`src/rtl/mem_arb_pkg.sv`:
```
// Shared definitions for the RAM port arbiter: FSM states, owner IDs and
// the values the RAM strobes take whenever no access is in flight.
package mem_arb_pkg;

  typedef enum logic [1:0] {
    ST_IDLE   = 2'd0,
    ST_ACCESS = 2'd1,
    ST_DONE   = 2'd2
  } state_t;

  typedef enum logic {
    OWN_IF = 1'b0,
    OWN_D  = 1'b1
  } owner_t;

  localparam logic RAM_CS_IDLE = 1'b0;
  localparam logic RAM_WE_IDLE = 1'b0;
  localparam logic RAM_OE_IDLE = 1'b0;

endpackage

```
`src/rtl/mem_arb_sel.sv`:
```
// Winner selection between the fetch and data requesters.
// MEM_ARB_RR_EN defined: round-robin, the non-last owner wins a tie.
// MEM_ARB_RR_EN undefined: data wins ties unless fetch has hit the starvation limit.
module mem_arb_sel
  import mem_arb_pkg::*;
(
  input  logic if_req,
  input  logic d_req,
`ifdef MEM_ARB_RR_EN
  input  logic last_own,
`else
  input  logic starve_lim,
`endif
  output logic gnt_if,
  output logic gnt_d
);

  // One-hot grant; a lone requester always wins, ties follow the policy.
  always_comb begin
    gnt_if = 1'b0;
    gnt_d  = 1'b0;
    if (if_req && d_req) begin
`ifdef MEM_ARB_RR_EN
      if (last_own == OWN_D) gnt_if = 1'b1;
      else                   gnt_d  = 1'b1;
`else
      if (starve_lim) gnt_if = 1'b1;
      else            gnt_d  = 1'b1;
`endif
    end else begin
      gnt_if = if_req;
      gnt_d  = d_req;
    end
  end

endmodule

```
`src/rtl/mem_arbiter.sv`:
```
// Two-requester arbiter for the single RAM port (instruction fetch vs data
// load/store). One access at a time: IDLE -> ACCESS (RAM_LAT cycles) -> DONE.
// Arbitration policy selected by MEM_ARB_RR_EN (see mem_arb_sel).
module mem_arbiter
  import mem_arb_pkg::*;
#(
  parameter int ADDR_W   = 32,
  parameter int DATA_W   = 32,
  parameter int RAM_LAT  = 1,
  parameter int MAX_WAIT = 4
) (
  input  logic              clk,
  input  logic              rst,
  input  logic              if_req,
  input  logic [ADDR_W-1:0] if_addr,
  output logic              if_gnt,
  output logic              if_rvalid,
  output logic [DATA_W-1:0] if_rdata,
  input  logic              d_req,
  input  logic              d_we,
  input  logic [ADDR_W-1:0] d_addr,
  input  logic [DATA_W-1:0] d_wdata,
  output logic              d_gnt,
  output logic              d_rvalid,
  output logic [DATA_W-1:0] d_rdata,
  output logic              ram_cs,
  output logic              ram_we,
  output logic              ram_oe,
  output logic [ADDR_W-1:0] ram_addr,
  output logic [DATA_W-1:0] ram_wdata,
  input  logic [DATA_W-1:0] ram_rdata
);

  localparam int CNT_W = $clog2(RAM_LAT + 1);

  state_t            state;
  owner_t            owner;
  logic              we_q;
  logic [ADDR_W-1:0] addr_q;
  logic [DATA_W-1:0] wdata_q;
  logic [CNT_W-1:0]  cnt;
  logic              sel_if;
  logic              sel_d;
  logic              idle;
  logic              in_acc;

  assign idle   = (state == ST_IDLE);
  assign in_acc = (state == ST_ACCESS);

  // Grants are combinational in IDLE; masked during reset so they read 0.
  assign if_gnt = idle && !rst && sel_if;
  assign d_gnt  = idle && !rst && sel_d;

  // RAM strobes come straight from state so reset clears them at once.
  assign ram_cs    = in_acc ? 1'b1   : RAM_CS_IDLE;
  assign ram_we    = in_acc ? we_q   : RAM_WE_IDLE;
  assign ram_oe    = in_acc ? !we_q  : RAM_OE_IDLE;
  assign ram_addr  = in_acc ? addr_q  : '0;
  assign ram_wdata = in_acc ? wdata_q : '0;

`ifdef MEM_ARB_RR_EN
  mem_arb_sel u_sel (
    .if_req   (if_req),
    .d_req    (d_req),
    .last_own (owner),
    .gnt_if   (sel_if),
    .gnt_d    (sel_d)
  );
`else
  localparam int SW = $clog2(MAX_WAIT + 1);

  logic [SW-1:0] starve;
  logic          starve_lim;

  assign starve_lim = (starve == SW'(MAX_WAIT));

  // Count data grants that overtake a waiting fetch; saturate at MAX_WAIT.
  always_ff @(posedge clk or posedge rst) begin
    if (rst) begin
      starve <= '0;
    end else if (if_gnt) begin
      starve <= '0;
    end else if (d_gnt && if_req) begin
      if (!starve_lim) starve <= starve + SW'(1);
    end else if (idle && !if_req) begin
      starve <= '0;
    end
  end

  mem_arb_sel u_sel (
    .if_req     (if_req),
    .d_req      (d_req),
    .starve_lim (starve_lim),
    .gnt_if     (sel_if),
    .gnt_d      (sel_d)
  );
`endif

  // Access FSM: latch the winner's request, hold the RAM for RAM_LAT
  // cycles, capture read data on the last one and pulse rvalid in DONE.
  // The owner register doubles as the last-owner record for round-robin.
  always_ff @(posedge clk or posedge rst) begin
    if (rst) begin
      state     <= ST_IDLE;
      owner     <= OWN_IF;
      we_q      <= 1'b0;
      addr_q    <= '0;
      wdata_q   <= '0;
      cnt       <= '0;
      if_rvalid <= 1'b0;
      d_rvalid  <= 1'b0;
      if_rdata  <= '0;
      d_rdata   <= '0;
    end else begin
      case (state)
        ST_IDLE: begin
          if (if_gnt) begin
            owner   <= OWN_IF;
            we_q    <= 1'b0;
            addr_q  <= if_addr;
            wdata_q <= '0;
            cnt     <= CNT_W'(RAM_LAT);
            state   <= ST_ACCESS;
          end else if (d_gnt) begin
            owner   <= OWN_D;
            we_q    <= d_we;
            addr_q  <= d_addr;
            wdata_q <= d_wdata;
            cnt     <= CNT_W'(RAM_LAT);
            state   <= ST_ACCESS;
          end
        end
        ST_ACCESS: begin
          if (cnt == CNT_W'(1)) begin
            state <= ST_DONE;
            if (owner == OWN_IF) begin
              if_rvalid <= 1'b1;
              if_rdata  <= ram_rdata;
            end else begin
              d_rvalid <= 1'b1;
              d_rdata  <= we_q ? '0 : ram_rdata;
            end
          end else begin
            cnt <= cnt - CNT_W'(1);
          end
        end
        ST_DONE: begin
          if_rvalid <= 1'b0;
          d_rvalid  <= 1'b0;
          state     <= ST_IDLE;
        end
        default: state <= ST_IDLE;
      endcase
    end
  end

endmodule

```
`config.mk`:
```
export PLATFORM = sky130hd
export DESIGN_NAME = mem_arbiter
export DESIGN_NICKNAME = d
export VERILOG_FILES = /design/src/rtl/mem_arb_pkg.sv /design/src/rtl/mem_arb_sel.sv /design/src/rtl/mem_arbiter.sv
export SDC_FILE = /design/constraint.sdc
export NUM_CORES = 1
export LEC_CHECK = 0
export ABC_AREA = 1
export CAP_MARGIN = 25
export CORE_MARGIN = 1.5
export CORE_UTILIZATION = 47
export DETAILED_ROUTE_END_ITERATION = 6
export PLACE_DENSITY = 0.94
export SETUP_SLACK_MARGIN = 0.15
export SYNTH_ARGS = -nofsm -noshare
export SYNTH_HDL_FRONTEND = slang
export SYNTH_SLANG_ARGS = --single-unit
export TNS_END_PERCENT = 1
```
`constraint.sdc`:
```
create_clock -name clk -period 10.1 [get_ports clk]
set_input_delay 2.02 -clock clk [delete_from_list [all_inputs] [get_ports clk]]
set_output_delay 2.02 -clock clk [all_outputs]
set_load 0.05 [all_outputs]
```
Word-level counts from Yosys, hierarchy flattened
Index checks and enable logic that the tools add are counted.
{"block": "totals", "ff_bits": 138, "input_bits": 133, "out_inout_bits": 135, "word_cells": 79}
{"block": "classes", "add_sub_neg": 2, "n_eq_ne": 8, "mux": 35, "n_bitwise": 1, "n_reduce_logical": 22}
{"cell": "32-bit 2-to-1 mux", "n": 7}
{"cell": "1-bit 2-to-1 mux", "n": 17}
{"cell": "3-bit 2-to-1 mux", "n": 4}
{"cell": "3-bit AND reduction", "n": 4}
{"cell": "2-bit AND reduction", "n": 4}
{"cell": "1-bit logical AND", "n": 6}
{"cell": "2-bit 2-to-1 mux", "n": 3}
{"cell": "2-bit inequality test, second input constant", "n": 3}
{"cell": "3-bit inequality test, second input constant", "n": 2}
{"cell": "1-bit case mux with 2 select lines", "n": 3}
{"cell": "2-bit nonzero test", "n": 3}
{"cell": "2-bit case mux with 2 select lines", "n": 1}
{"cell": "3-bit by 1-bit adder with 3-bit output, second input constant", "n": 1}
{"cell": "3-bit equality test, second input constant", "n": 1}
{"cell": "1-bit logical NOT", "n": 3}
{"cell": "3-bit nonzero test", "n": 1}
{"cell": "2-bit by 1-bit equality test with 1-bit output, second input constant", "n": 1}
{"cell": "2-bit equality test, second input constant", "n": 1}
{"cell": "2-bit logical NOT", "n": 1}
{"cell": "1-bit NOT", "n": 1}
{"cell": "1-bit subtractor, second input constant", "n": 1}

Logic depth before layout (Yosys ltp)
Gate-level depths: netlist of the first run.
{"block": "logic_depth", "word_depth": 7, "mapped_depth": 10, "ltp_nobuf": 9}

Cells and area by module
From an unflattened synthesis of the first run, not the netlist that was laid out.
{"block": "hier_totals", "hier_cells": 866, "area_unflattened_um2": 6555.0}
{"module": "mem_arbiter", "instances": 1, "cells_each": 861, "area_each_um2": 6533.8, "seq_area_each_um2": 3453.3}
{"module": "mem_arb_sel", "instances": 1, "cells_each": 5, "area_each_um2": 21.3, "seq_area_each_um2": 0.0}

Worst setup path before layout of the first run
Ideal clock, no wire load.
{"block": "synth_timing", "kind": "input to output", "from": "input rst", "to": "output if_gnt", "t_arrival_ns": 6.503, "required_time_ns": 8.080, "slack_ns": 1.577, "cell_stages": 4, "n_path_buf": 1, "path_cell_list": "inv_1 -> nand3_1 -> buf_2 -> nor2_1"}
{"block": "synth_between", "elab_chain_len": 3}
{"item": "start: declaration", "line_no": "mem_arbiter.sv:13", "text": "input logic rst,"}
{"item": "1-bit logical NOT (no line)"}
{"item": "1-bit logical AND (2 in series)", "line_no": "mem_arbiter.sv:51", "text": "assign if_gnt = idle && !rst && sel_if;"}
{"item": "end: declaration", "line_no": "mem_arbiter.sv:16", "text": "output logic if_gnt,"}
Every way passes these cells.

Final worst setup path of the first run
Ends and elaborated chain as after synthesis.

==> metrics.log, run 1 <==
INFO  metric worst_path_largest_cell_delay = 0.85 ns
INFO  metric hold_viol = 0
INFO  metric total_switching_power = 1119 uW
INFO  metric core_area = 0.01340 sq mm
INFO  metric starting_density = 0.4866
INFO  metric first_global_vias = 6430
INFO  metric area_growth_syn_to_layout = 52.48%
INFO  metric route.antenna.remaining_nets = 0
INFO  metric post_cts_hold_buffer_count = 0
INFO  metric nNetsFinal = 1232
INFO  metric setup.worst_path.class = in2out
INFO  metric initial_antenna_violation_count = 0
INFO  metric rsz0062_at_grt = false
INFO  metric insertion_delay = 0.41 ns
INFO  metric synth_cells = 849
INFO  metric reg2reg_depth = 7
INFO  metric clockBufferDepth = 2
INFO  metric vias = 6521
INFO  metric arrival = 4.46 ns
INFO  metric clk_pin_slew_worst_paths = 0.05 ns
INFO  metric timing.critical_path.required = 8.08 ns
INFO  metric detail_route.iter0.violations = 544
INFO  metric p_comb_frac = 0.445
INFO  metric num_rows = 42
INFO  metric static-leakage-power = 0.004879 uW
INFO  metric clk_root_buffer_cell = sky130_fd_sc_hd__clkbuf_16
INFO  metric min-delay-start = cnt
INFO  metric slowest_stage = sky130_fd_sc_hd__clkdlybuf4s50_1
INFO  metric maxCapViolations = 0
INFO  metric route.detailed.drc = 0
INFO  metric clock-sinks = 138
INFO  metric synthesized_net_count = 984
INFO  metric power_density = 262.5 mW/mm^2
INFO  metric p_sw_frac = 0.4289
INFO  metric critPathMostFrequentCell = sky130_fd_sc_hd__clkdlybuf4s50_1
INFO  metric via_per_inst = 5.071
INFO  metric final_layout_size_suffix_gt1_frac = 0.04955
INFO  metric antenna_cells_inserted = 0
INFO  metric end_point_of_the_most_critical_hold_path = state[0]
INFO  metric async_flop_share = 1.000
INFO  metric worst_pin_slew = 0.8239 ns
INFO  metric fin_setup_tns = 0 ns
INFO  metric post_synth_top_area_cell = sky130_fd_sc_hd__dfrtp_1
INFO  metric power.sequential.fraction = 0.316
INFO  metric hold-worst-slack = 0.4668 ns
INFO  metric port_buffers = 267
INFO  metric finalCriticalPeriod = 6.478 ns
INFO  metric netlist.area_leader.share = 0.5295
INFO  metric regToRegEndpoint = if_rdata[1]
INFO  metric start_kind = primary input
INFO  metric wl = 19700 um
INFO  metric post-cts-setup-buffer-count = 0
INFO  metric synth.cell_area = 0.006521 sq mm
INFO  metric cts_bufs_inserted = 17
INFO  metric yosysSeqAreaShare = 0.5295
INFO  metric die_h = 120.8 um
INFO  metric max_clock_freq = 154.4 MHz
INFO  metric cell_internal_pwr = 1490 uW
INFO  metric yosys.cell_count.top_type = sky130_fd_sc_hd__nand2_1
INFO  metric outcome = complete, no violations
INFO  metric global_placer_s_final_weighted_congestion = 0.8309
INFO  metric num_io_pins = 268
INFO  metric grt_overflow_total = 0
INFO  metric edff_count_synth = 0
INFO  metric timing.critical_path.cells = clkdlybuf4s50_1 > inv_6 > nand3_1 > nor2_1 > clkdlybuf4s50_1
INFO  metric ys_dominant_reg_cell = sky130_fd_sc_hd__dfrtp_1
INFO  metric syn-mean-instance-area = 7.681 sq um
INFO  metric cts_repair_resize_count = 0
INFO  metric gr-usage-all-layers = 0.2720
INFO  metric worstSetupEndpointType = output pin
INFO  metric crit-reg2reg-launch = state[1]
INFO  metric final-max-slew-violation-count = 0
INFO  metric finClkSkew = 0.01221 ns
INFO  metric setup_viol = 0
INFO  metric synth_top_cells_by_count = sky130_fd_sc_hd__nand2_1, sky130_fd_sc_hd__dfrtp_1, sky130_fd_sc_hd__inv_1
INFO  metric synth.ff_latch_count = 138
INFO  metric clock_power_share = 0.239
INFO  metric worstHoldPathType = reg2reg
INFO  metric die-area = 0.01459 sq mm
INFO  metric detailedPlacementHpwl = 13460 um
INFO  metric worst_slew_margin_rel = 0.4494
INFO  metric grt_start_max_net_pins = 86
INFO  metric cp_max_fo = 57
INFO  metric cts.htree.levels = 4
INFO  metric hold_depth = 1
INFO  metric post_synth_num_cell_types = 22
INFO  metric dr.pass1.iters = 5
INFO  metric global_route_wire_length_before_repair = 31190 um
INFO  metric wl_per_cell = 15.32 um
INFO  metric top_post_synthesis_cells_by_area = sky130_fd_sc_hd__dfrtp_1, sky130_fd_sc_hd__nand2_1, sky130_fd_sc_hd__nand3_1
INFO  metric final_min_period_over_clock_period = 0.6414
INFO  metric timing.reg2reg.setup_slack = 7.55 ns
INFO  metric design_power_total = 2610 uW
INFO  metric tritoncts_clock_tree = done
INFO  metric die_w = 120.8 um
INFO  metric ys_warn_count = 0
INFO  metric worst_ir_drop_on_vdd = 0.0001140 V
layer usage:
metal | GRT usage | vias up | wire, um
li1 | - | 3101 | -
met1 | 0.3263 | 3041 | 7822
met2 | 0.4680 | 328 | 9940
met3 | 0.05283 | 51 | 1266
met4 | 0.1331 | 0 | 673
met5 | 0 | - | 0
layout make-up:
class / count / area (sq um)
clock buffer: 18 / 429.2
clock inverter: 14 / 168.9
fill: 956 / 3457
inverter: 110 / 417.9
multi-input combinational: 551 / 2436
sequential: 138 / 3453
tap: 176 / 220.2
timing repair buffer: 279 / 2818
worst max-delay path by stage:
stage               depth (start not counted)  start  slack (ns)     end
floorplan                                   4    rst        1.58  if_gnt
global placement                            5    rst        2.90  if_gnt
detailed placement                          5    rst        2.74  if_gnt
CTS                                         5    rst        2.74  if_gnt
global route                                5    rst        3.42  if_gnt
finish                                      5    rst        3.62  if_gnt
critical path, delay by kind of cell:
kind,cells,cell delay [ns]
and+or+nand+nor,2,0.58
buffers and inverters,3,1.83
flip-flops by register name, indices dropped and copies added, names as in the netlist:
name and flops:
addr_q 32, cnt 1, d_rdata 32, d_rvalid 1
if_rdata 32, if_rvalid 1, owner 1, starve 3
state 2, wdata_q 32, we_q 1
logic make-up after synthesis:
family,synth area share
flip-flops,0.5295
AO/OA/AOI/OAI,0.07080
XOR/XNOR,0.001343
AND/OR/NAND/NOR,0.2951
adder cells (fa/ha/maj),0.003837
buffers and inverters,0.09938
power groups by stage:
| stage | Sequential [uW] | Combinational, uW | Clock [uW] |
|---|---|---|---|
| floorplan | 1230 | 322 | 0 |
| global placement | 818 | 1130 | 0 |
| detailed placement | 826 | 1160 | 0 |
| CTS | 821 | 1160 | 633 |
| global route | 838 | 1230 | 662 |
| finish | 823 | 1160 | 625 |
cells in the final DEF, fill, tap and decap left out, drive strengths merged:
master / synthesis / routed
ha: 2 / 2
nor3: 2 / 2
buf: 31 / 12
clkbuf: 19 / 18
bufinv: 0 / 3
nand2: 304 / 304
nand3: 98 / 98
clkinvlp: 0 / 2
clkinv: 1 / 7
inv: 109 / 112
o211ai: 1 / 1
clkdlybuf4s50: 0 / 267
xor2: 1 / 1
dfrtp: 138 / 138
o21bai: 32 / 32
nor2: 70 / 70
o21ai: 38 / 38
a21oi: 3 / 3
stage by stage:
step	utilization	setup slack [ns]	instance area, sq um	instances
6_report	0.7420	3.622	9943	1286
5_1_grt	0.7420	3.422	9943	1286
4_1_cts	0.7373	2.738	9881	1283
3_5_place_dp	0.6927	2.735	9283	1251
3_3_place_gp	0.6905	2.900	9253	1249
2_1_floorplan	-	1.577	6521	849
Power figures use the tool's default switching activity.
==> run 2: changes to the inputs <==
--- a/config.mk
+++ b/config.mk
@@ -8,9 +8,9 @@
 export ABC_AREA = 1
 export CAP_MARGIN = 25
 export CORE_MARGIN = 1.5
-export CORE_UTILIZATION = 47
+export CORE_UTILIZATION = 43
 export DETAILED_ROUTE_END_ITERATION = 6
-export PLACE_DENSITY = 0.94
+export PLACE_DENSITY = 0.87
 export SETUP_SLACK_MARGIN = 0.15
 export SYNTH_ARGS = -nofsm -noshare
 export SYNTH_HDL_FRONTEND = slang
==> constraint.sdc (replaced) <==
create_clock -name clk -period 6.6 [get_ports clk]
set_input_delay 1.32 -clock clk [delete_from_list [all_inputs] [get_ports clk]]
set_output_delay 1.32 -clock clk [all_outputs]
set_load 0.05 [all_outputs]
==> run 2 against run 1 <==
Net effect: die area rose by 9.1%; critical path depth increased by 1; global-route usage is 2.8 points lower; via count fell by 1.8%; clock skew fell by 0.0047 ns; sequential cell count unchanged; power grew 53%; sequential share of layout area is essentially flat; sequential power up 53%; first-iteration DRC count decreased by 27%; the run now ends with DRC left; combinational power grew 53%.
==> metrics.log, run 2 (synthesized netlist as in run 1, its figures left out) <==
INFO  metric start_kind = primary input
INFO  metric gr-usage-all-layers = 0.2436
INFO  metric detailedPlacementHpwl = 13070 um
INFO  metric antenna_cells_inserted = 0
INFO  metric wl = 19200 um
INFO  metric die_w = 126.2 um
INFO  metric final_min_period_over_clock_period = 0.7801
INFO  metric final_util = 0.6787
INFO  metric wl_per_cell = 14.84 um
INFO  metric clk_pin_slew_worst_paths = 0.06 ns
INFO  metric setup.worst_path.class = in2out
INFO  metric worst_pin_slew = 0.8924 ns
INFO  metric clock-sinks = 138
INFO  metric cts_bufs_inserted = 17
INFO  metric initial_antenna_violation_count = 0
INFO  metric vias = 6404
INFO  metric setup_viol = 0
INFO  metric reg2reg_depth = 8
INFO  metric commonest_non_fill_non_tap_cells_in_the_layout = sky130_fd_sc_hd__nand2_1, sky130_fd_sc_hd__clkdlybuf4s50_1, sky130_fd_sc_hd__dfrtp_1, sky130_fd_sc_hd__inv_1, sky130_fd_sc_hd__nand3_1
INFO  metric cp_max_fo = 34
INFO  metric core_area = 0.01464 sq mm
INFO  metric num_io_pins = 268
INFO  metric final_layout_size_suffix_gt1_frac = 0.05045
INFO  metric die-area = 0.01591 sq mm
INFO  metric cts.htree.levels = 4
INFO  metric outcome = finished, violations left
INFO  metric first_global_vias = 6228
INFO  metric worst_path_largest_cell_delay = 0.91 ns
INFO  metric most_common_cell_after_layout_fill_and_taps_aside = sky130_fd_sc_hd__nand2_1
INFO  metric starting_density = 0.4453
INFO  metric slowest_stage = sky130_fd_sc_hd__clkdlybuf4s50_1
INFO  metric route.antenna.remaining_nets = 0
INFO  metric clockBufferDepth = 2
INFO  metric rsz0062_at_grt = false
INFO  metric area_growth_syn_to_layout = 52.42%
INFO  metric finalCriticalPeriod = 5.149 ns
INFO  metric tritoncts_clock_tree = done
INFO  metric via_per_inst = 4.949
INFO  metric route.detailed.drc = 17
INFO  metric maxCapViolations = 0
INFO  metric cts_repair_resize_count = 0
INFO  metric dr.pass1.iters = 7
INFO  metric hold_viol = 0
INFO  metric post-route-worst-setup-slack = 1.451 ns
INFO  metric final-max-slew-violation-count = 0
INFO  metric fin_setup_tns = 0 ns
INFO  metric post_cts_hold_buffer_count = 0
INFO  metric grt_overflow_total = 0
INFO  metric static-leakage-power = 0.004874 uW
INFO  metric pre_cts_slack = 1.450 ns
INFO  metric violations = DRC
INFO  metric die_h = 126.2 um
INFO  metric insertion_delay = 0.41 ns
INFO  metric global_placer_s_final_weighted_congestion = 0.8140
INFO  metric hold_depth = 2
INFO  metric max_clock_freq = 194.2 MHz
INFO  metric worst_slew_margin_rel = 0.4051
INFO  metric port_buffers = 267
INFO  metric arrival = 3.83 ns
INFO  metric worstHoldPathType = reg2reg
INFO  metric clk_root_buffer_cell = sky130_fd_sc_hd__clkbuf_16
INFO  metric power_density = 401.8 mW/mm^2
INFO  metric detail_route.iter0.violations = 397
INFO  metric critPathMostFrequentCell = sky130_fd_sc_hd__clkdlybuf4s50_1
INFO  metric post-cts-setup-buffer-count = 0
INFO  metric finClkSkew = 0.007474 ns
INFO  metric grt_start_max_net_pins = 74
INFO  metric timing.critical_path.cells = clkdlybuf4s50_1 > nor3_4 > buf_4 > nand2_1 > inv_2 > clkdlybuf4s50_1
INFO  metric timing.critical_path.required = 5.28 ns
INFO  metric worst_ir_drop_on_vdd = 0.0002153 V
INFO  metric nNetsFinal = 1232
INFO  metric global_route_wire_length_before_repair = 30890 um
INFO  metric num_rows = 44
INFO  metric worstSetupEndpointType = output pin
[run 2: changes by cell type in the layout (fill, tap and decap cells not counted)]
| cell | previous run | this run |
|---|---|---|
| sky130_fd_sc_hd__buf_4 | 7 | 10 |
| sky130_fd_sc_hd__clkbuf_1 | 1 | 0 |
| sky130_fd_sc_hd__clkbuf_8 | 0 | 1 |
| sky130_fd_sc_hd__clkinvlp_4 | 2 | 3 |
| sky130_fd_sc_hd__inv_6 | 4 | 3 |
| sky130_fd_sc_hd__buf_8 | 3 | 0 |
[run 2: worst paths after layout]
check / from / to / slack [ns]
hold / removal: if_rdata[13] / if_rdata[13] / 0.47
max in group asynchronous: rst / d_rdata[10] / 3.57
setup reg to reg: state[1] / if_rdata[0] / 3.25
setup / recovery: rst / d_gnt / 1.45
hold reg to reg: if_rdata[13] / if_rdata[13] / 0.47
min in group asynchronous: rst / starve[2] / 1.68
[run 2: area by class of cell]
type | count | area [sq um]
fillers | 1160 | 4705
flip-flops and latches | 138 | 3453
repair buffers | 279 | 2795
multi-input cells | 551 | 2436
clock buffers | 18 | 439.2
inverters | 110 | 416.7
well taps | 184 | 230.2
clock inverters | 14 | 168.9
[run 2: worst max-delay path, delay by kind of cell]
kind                   cells  cell delay (ns)
buffers and inverters      4             2.19
and+or+nand+nor            2             0.30
[run 2: stage by stage]
step           std cells  hold WS, ns  instance area [sq um]  total power (uW)
5_1_grt             1294       0.4910                   9940              4182
2_1_floorplan        849       0.4380                   6525              2377
3_5_place_dp        1261       0.4579                   9311              3032
3_3_place_gp        1260       0.4532                   9284              2989
4_1_cts             1293       0.4729                   9920              4018
6_report            1294       0.4706                   9940              3994
[run 2: per-layer routing]
metal	share of wire	track usage	vias to the layer above
met2	0.50	0.4182	279
met4	0.027	0.1089	0
met5	0	0	-
met1	0.41	0.3002	2998
met3	0.068	0.04545	37
li1	-	-	3090
[run 2: power breakdown]
part           internal [uW]  leakage [uW]  switching, uW
Combinational            568       0.00284           1200
Clock                    606      0.000297            365
Sequential              1120       0.00173            141
